File: src/rtl/reg_file.sv
// rtl/reg_file.sv - 32 x 64-bit ARMv8 register file with two combinational read ports and XZR.

module decoder5_32 (
  input  logic        enable,
  input  logic [4:0]  sel,
  output logic [31:0] lines
);

  always_comb begin
    lines = '0;
    if (enable) begin
      lines[sel] = 1'b1;
    end
  end

endmodule

module create_reg (
  input  logic        clk,
  input  logic        reset,
  input  logic        load,
  input  logic [63:0] d,
  output logic [63:0] q
);

  always_ff @(posedge clk or posedge reset) begin
    if (reset) begin
      q <= '0;
    end else if (load) begin
      q <= d;
    end
  end

endmodule

module giant_mux (
  input  logic [31:0][63:0] d,
  input  logic [4:0]        sel,
  output logic [63:0]       y
);

  // Two-level tree: four 8:1 groups, then a 4:1 pick on the high select bits.
  logic [3:0][63:0] group;

  always_comb begin
    for (int g = 0; g < 4; g++) begin
      group[g] = d[g * 8 + int'(sel[2:0])];
    end
    y = group[sel[4:3]];
  end

endmodule

module reg_file (
  input  logic        clk,
  input  logic        reset,
  input  logic        RegWrite,
  input  logic [4:0]  WriteRegister,
  input  logic [63:0] WriteData,
  input  logic [4:0]  ReadRegister1,
  input  logic [4:0]  ReadRegister2,
  output logic [63:0] ReadData1,
  output logic [63:0] ReadData2
);

  logic [31:0]       write_en;
  logic [31:0][63:0] bank;
  logic              unused_xzr_en;

  decoder5_32 u_decoder (
    .enable (RegWrite),
    .sel    (WriteRegister),
    .lines  (write_en)
  );

  genvar k;
  generate
    for (k = 0; k < 31; k++) begin : g_regs
      create_reg u_reg (
        .clk   (clk),
        .reset (reset),
        .load  (write_en[k]),
        .d     (WriteData),
        .q     (bank[k])
      );
    end
  endgenerate

  // XZR has no storage; its decoded write strobe is deliberately dropped.
  assign bank[31]      = '0;
  assign unused_xzr_en = write_en[31];

  giant_mux u_mux1 (
    .d   (bank),
    .sel (ReadRegister1),
    .y   (ReadData1)
  );

  giant_mux u_mux2 (
    .d   (bank),
    .sel (ReadRegister2),
    .y   (ReadData2)
  );

endmodule

File: config.mk
export PLATFORM = sky130hd
export DESIGN_NAME = reg_file
export DESIGN_NICKNAME = d
export VERILOG_FILES = /design/src/rtl/reg_file.sv
export SDC_FILE = /design/constraint.sdc
export NUM_CORES = 2
export LEC_CHECK = 0
export BUFFER_PORTS_ARGS = -buffer_cell sky130_fd_sc_hd__buf_2
export CAP_MARGIN = 20
export CORE_UTILIZATION = 55
export DETAILED_ROUTE_END_ITERATION = 8
export HOLD_SLACK_MARGIN = 0.05
export PLACE_DENSITY = 0.68
export REMOVE_ABC_BUFFERS = 1
export SLEW_MARGIN = 20
export SYNTH_ARGS = -nofsm -noshare
export SYNTH_HDL_FRONTEND = slang
export SYNTH_HIERARCHICAL = 1
export SYNTH_SLANG_ARGS = --single-unit
File: constraint.sdc
create_clock -name clk -period 4.25 [get_ports clk]
set_clock_uncertainty 0.1 [all_clocks]
set_input_delay 0.425 -clock clk [delete_from_list [all_inputs] [get_ports clk]]
set_output_delay 0.425 -clock clk [all_outputs]
set_load 0.02 [all_outputs]
# Word-level counts from Yosys, hierarchy flattened
# Cells that the tools add are included.
[word_totals]
reg_bits = 1984
in_bits = 82
out_inout_bits = 128
word_cells = 79
[op_classes]
n_addsub = 6
order_cmp = 12
muxes = 29
n_reduce_logical = 1
[op_table]
columns = ["op", "n"]
rows = [
  ["binary-select mux 64 bit (select 5 bit)", 6],
  ["two-way mux 64 bit", 16],
  ["binary-select mux 64 bit (select 3 bit)", 2],
  ["binary-select mux 64 bit (select 2 bit)", 2],
  ["less-than comparator 32 x 7 -> 1 bit (second input constant)", 6],
  ["two-way mux 31 bit", 1],
  ["adder 5 x 3 -> 6 bit (first input constant)", 4],
  ["less-than comparator 3 x 6 -> 1 bit (second input constant)", 2],
  ["adder 4 x 3 -> 5 bit (first input constant)", 2],
  ["less-than comparator 2 x 3 -> 1 bit (second input constant)", 2],
  ["less-than comparator 5 x 6 -> 1 bit (second input constant)", 1],
  ["demux 1 bit (select 5 bit)", 1],
  ["greater-or-equal comparator 5 x 1 -> 1 bit (second input constant)", 1],
  ["logical AND 1 bit", 1],
  ["two-way mux 1 bit", 1],
]

# Longest topological paths before layout
[depth]
word_depth = 6
mapped_depth = 8
depth_no_buf = 4

# Cells and area by module
# The synthesis kept the hierarchy.
[by_module_without_submodules]
columns = ["module", "instances", "cells_per_inst", "area_per_inst_um2", "seq_area_each_um2"]
rows = [
  ["create_reg", 31, 136, 2682.6, 1601.5],
  ["giant_mux", 2, 1011, 16129.2, 0.0],
  ["decoder5_32", 1, 47, 230.2, 0.0],
  ["reg_file", 1, 1, 3.8, 0.0],
]

# Worst setup path before layout
# OpenSTA, ideal clock, no wires.
[synth_timing]
path_kind = "input-to-output"
from = "input port ReadRegister1[2]"
to = "output port ReadData1[13]"
t_arrival_ps = 2272
required_ps = 3725
slack_ps = 1453
stages = 7
cell_sequence = "buf_4 > buf_4 > buf_2 > clkbuf_1 > buf_2 > mux2i_1 > a221oi_1"
[synth_via]
elab_chain_len = 6
[synth_lines]
columns = ["item", "line_no", "source"]
rows = [
  ["start, declared", "60", "input logic [4:0] ReadRegister1,"],
  ["adder 5 x 3 -> 6 bit or adder 4 x 3 -> 5 bit (tied branches)", "47", "group[g] = d[g * 8 + int'(sel[2:0])];"],
  ["binary-select mux 64 bit (select 5 bit)", "47", ""],
  ["two-way mux 64 bit (implied by the code) (2 in a row)", "47", ""],
  ["binary-select mux 64 bit (select 2 bit) *", "49", "y = group[sel[4:3]];"],
  ["two-way mux 64 bit (implied by the code) *", "49", ""],
  ["end, declared", "62", "output logic [63:0] ReadData1,"],
]
# Mark *: on every way between the ends. The rest lies on a longest branch, timed or not. The select of a mux whose other input is x is not followed.

# Worst setup path after layout
[layout_timing]
from = "input port ReadRegister2[0]"
to = "output port ReadData2[54]"
[layout_via]
elab_chain_len = 6
[layout_lines]
columns = ["item", "line_no", "source"]
rows = [
  ["start, declared", "61", "input logic [4:0] ReadRegister2,"],
  ["adder 5 x 3 -> 6 bit or adder 4 x 3 -> 5 bit (tied branches)", "47", ""],
  ["binary-select mux 64 bit (select 5 bit)", "47", ""],
  ["two-way mux 64 bit (implied by the code) (2 in a row)", "47", ""],
  ["binary-select mux 64 bit (select 2 bit) *", "49", ""],
  ["two-way mux 64 bit (implied by the code) *", "49", ""],
  ["end, declared", "63", "output logic [63:0] ReadData2"],
]
# Marked as above.

==> out/results.txt <==
Top reg by flops -> g_regs.u_reg/q
worst hold path depth -> 2
largest net degree at the start of global routing -> 73
DP Area -> 119000 um2
leak pwr -> 55.3 nW
height of the die -> 461 um
RD Place Congestion -> 0.830
Die Width -> 461 um
Design Power -> 60.6 mW
commonest non-fill, non-tap cells in the layout -> 1984 x dfrtp_1, 1860 x mux2_4, 1132 x mux4_2, 276 x mux2_2
Achievable Freq -> 0.286 GHz
layout cells sized above 1 -> 62.2%
Slew HR -> 20.4%
final worst slack -> 0.749 ns
mapped cell area -> 116000 um2
iteration count of the initial detailed-routing pass -> 5
Initial Utilization -> 55.6%
row count -> 167
R2R cell count -> 1
Ys Warns -> 6
Iter 0 DRT Violations -> 7584
final wirelength -> 376 mm
Gate power share -> 24.5%
HP Class -> in2reg
port buffer count -> 209
CP max stage cell -> mux4_2
Cell Chain, Critical Path -> buf_8 > buf_12 > buf_12 > mux4_2 > mux4_2 > mux2_2 > buf_2
CTS tree -> built
CTS max path bufs -> 3
crit share post-route -> 82.4%
Setup TNS Final -> 0 ns
final hold vios -> 0
Final nets -> 6693
clock slew at reported path FFs -> 0.06 ns
max reg flops -> 1984
DRC errors left -> 0
CORE AREA -> 208000 um2
vias in the first global route -> 71700
Die Footprint -> 212000 um2
design area -> 127000 um2
CP endpoint kind -> output pin
status -> finished, final reports clean
# setup viols final -> 0
# resized after CTS -> 0
P_int -> 43.9 mW
crit-path max cell delay -> 0.54 ns
vias per std cell -> 7.05
area delta synth->final -> 9.67%
setup bufs post-CTS -> 0
clk sinks -> 1984
required time worst endpoint -> 3.72 ns
hold_ws -> 0.0994 ns
DR vias -> 67600
H-tree depth -> 4
Final Max Tran Viols -> 0
Register-to-Register Setup Slack -> 3.30 ns
RSZ-0062 raised after global routing -> false
antenna violations before repair -> 24
crit path time final -> 3.50 ns
Max VDD drop -> 0.487 mV
Seq pwr share -> 42.2%
Largest regs -> g_regs.u_reg/q (1984)
Total GRT Usage -> 36.0%
Setup WS pre-CTS -> 0.793 ns
Max-cap violations -> 0
clk root buf -> clkbuf_16
CTS buffer count -> 216
most common cell after layout, fill and taps aside -> dfrtp_1
Final HPWL DP -> 211 mm
final cell count without fillers -> 9591
actual slew at the worst max-slew pin -> 1.19 ns
Clock Latency Late Sink -> 0.87 ns
routed length per instance -> 39.2 um
CP Class -> in2out
maximum fanout along the worst path -> 26
Clock Power Share -> 33.3%
I/O pin cnt -> 210
power per cell area -> 478 nW/um2
Startpoint Class -> primary input
placed instance count -> 9175
crit path DAT -> 2.98 ns
Post-CTS Hold Fix Bufs -> 4
Switch Pwr -> 16.7 mW
grt ovf -> 0
switching share of power -> 27.5%
post-route ant nets -> 0
post-layout util -> 60.9%
Mean Syn Cell Area -> 18.4 um2
Synth Instances -> 6285
first-pass GRT wire length -> 544 mm
routing by layer:
metal  up-vias  part of all wire [%]  GRT usage, %  wire [um]
met3       937                   9.4          8.46      35300
met4        12                   4.8          15.8      18100
li1      25400                     -             -          -
met2      4003                    45          54.0     171000
met1     37300                    40          50.3     152000
met5         -                 0.016             0         62
worst max-delay path, delay by kind of cell:
kind,cells,cell delay [ns]
muxes,3,1.38
buffers and inverters,4,1.04
power by group through the flow:
stage / combinational (mW) / clock [mW] / sequential [mW]
floorplan: 11.1 / 0 / 24.7
global placement: 14.4 / 0 / 25.5
detailed placement: 14.7 / 0 / 25.7
CTS: 14.7 / 20.3 / 25.5
global route: 15.5 / 21.1 / 26.1
finish: 14.8 / 20.2 / 25.6
worst paths after layout:
path	from	endpoint
hold reg to reg	g_regs[6].u_reg/q[43]$_DFFE_PP0P_	g_regs[6].u_reg/q[43]$_DFFE_PP0P_
hold / removal	WriteData[38]	g_regs[13].u_reg/q[38]$_DFFE_PP0P_
setup reg to reg	g_regs[27].u_reg/q[17]$_DFFE_PP0P_	g_regs[27].u_reg/q[17]$_DFFE_PP0P_
min in group asynchronous	reset	g_regs[26].u_reg/q[26]$_DFFE_PP0P_
setup / recovery	ReadRegister2[0]	ReadData2[54]
max in group asynchronous	reset	g_regs[29].u_reg/q[44]$_DFFE_PP0P_
final cells by class:
cell class,instances,area [um2]
clock buffer,311,6310
timing repair buffer,531,4840
inverter,35,294
tap,2788,3490
multi-input combinational,3843,61000
sequential,1984,49600
clock inverter,90,1240
fill,15200,81300
antenna,9,22.5
Note: power is estimated with default switching activity, not from simulation.
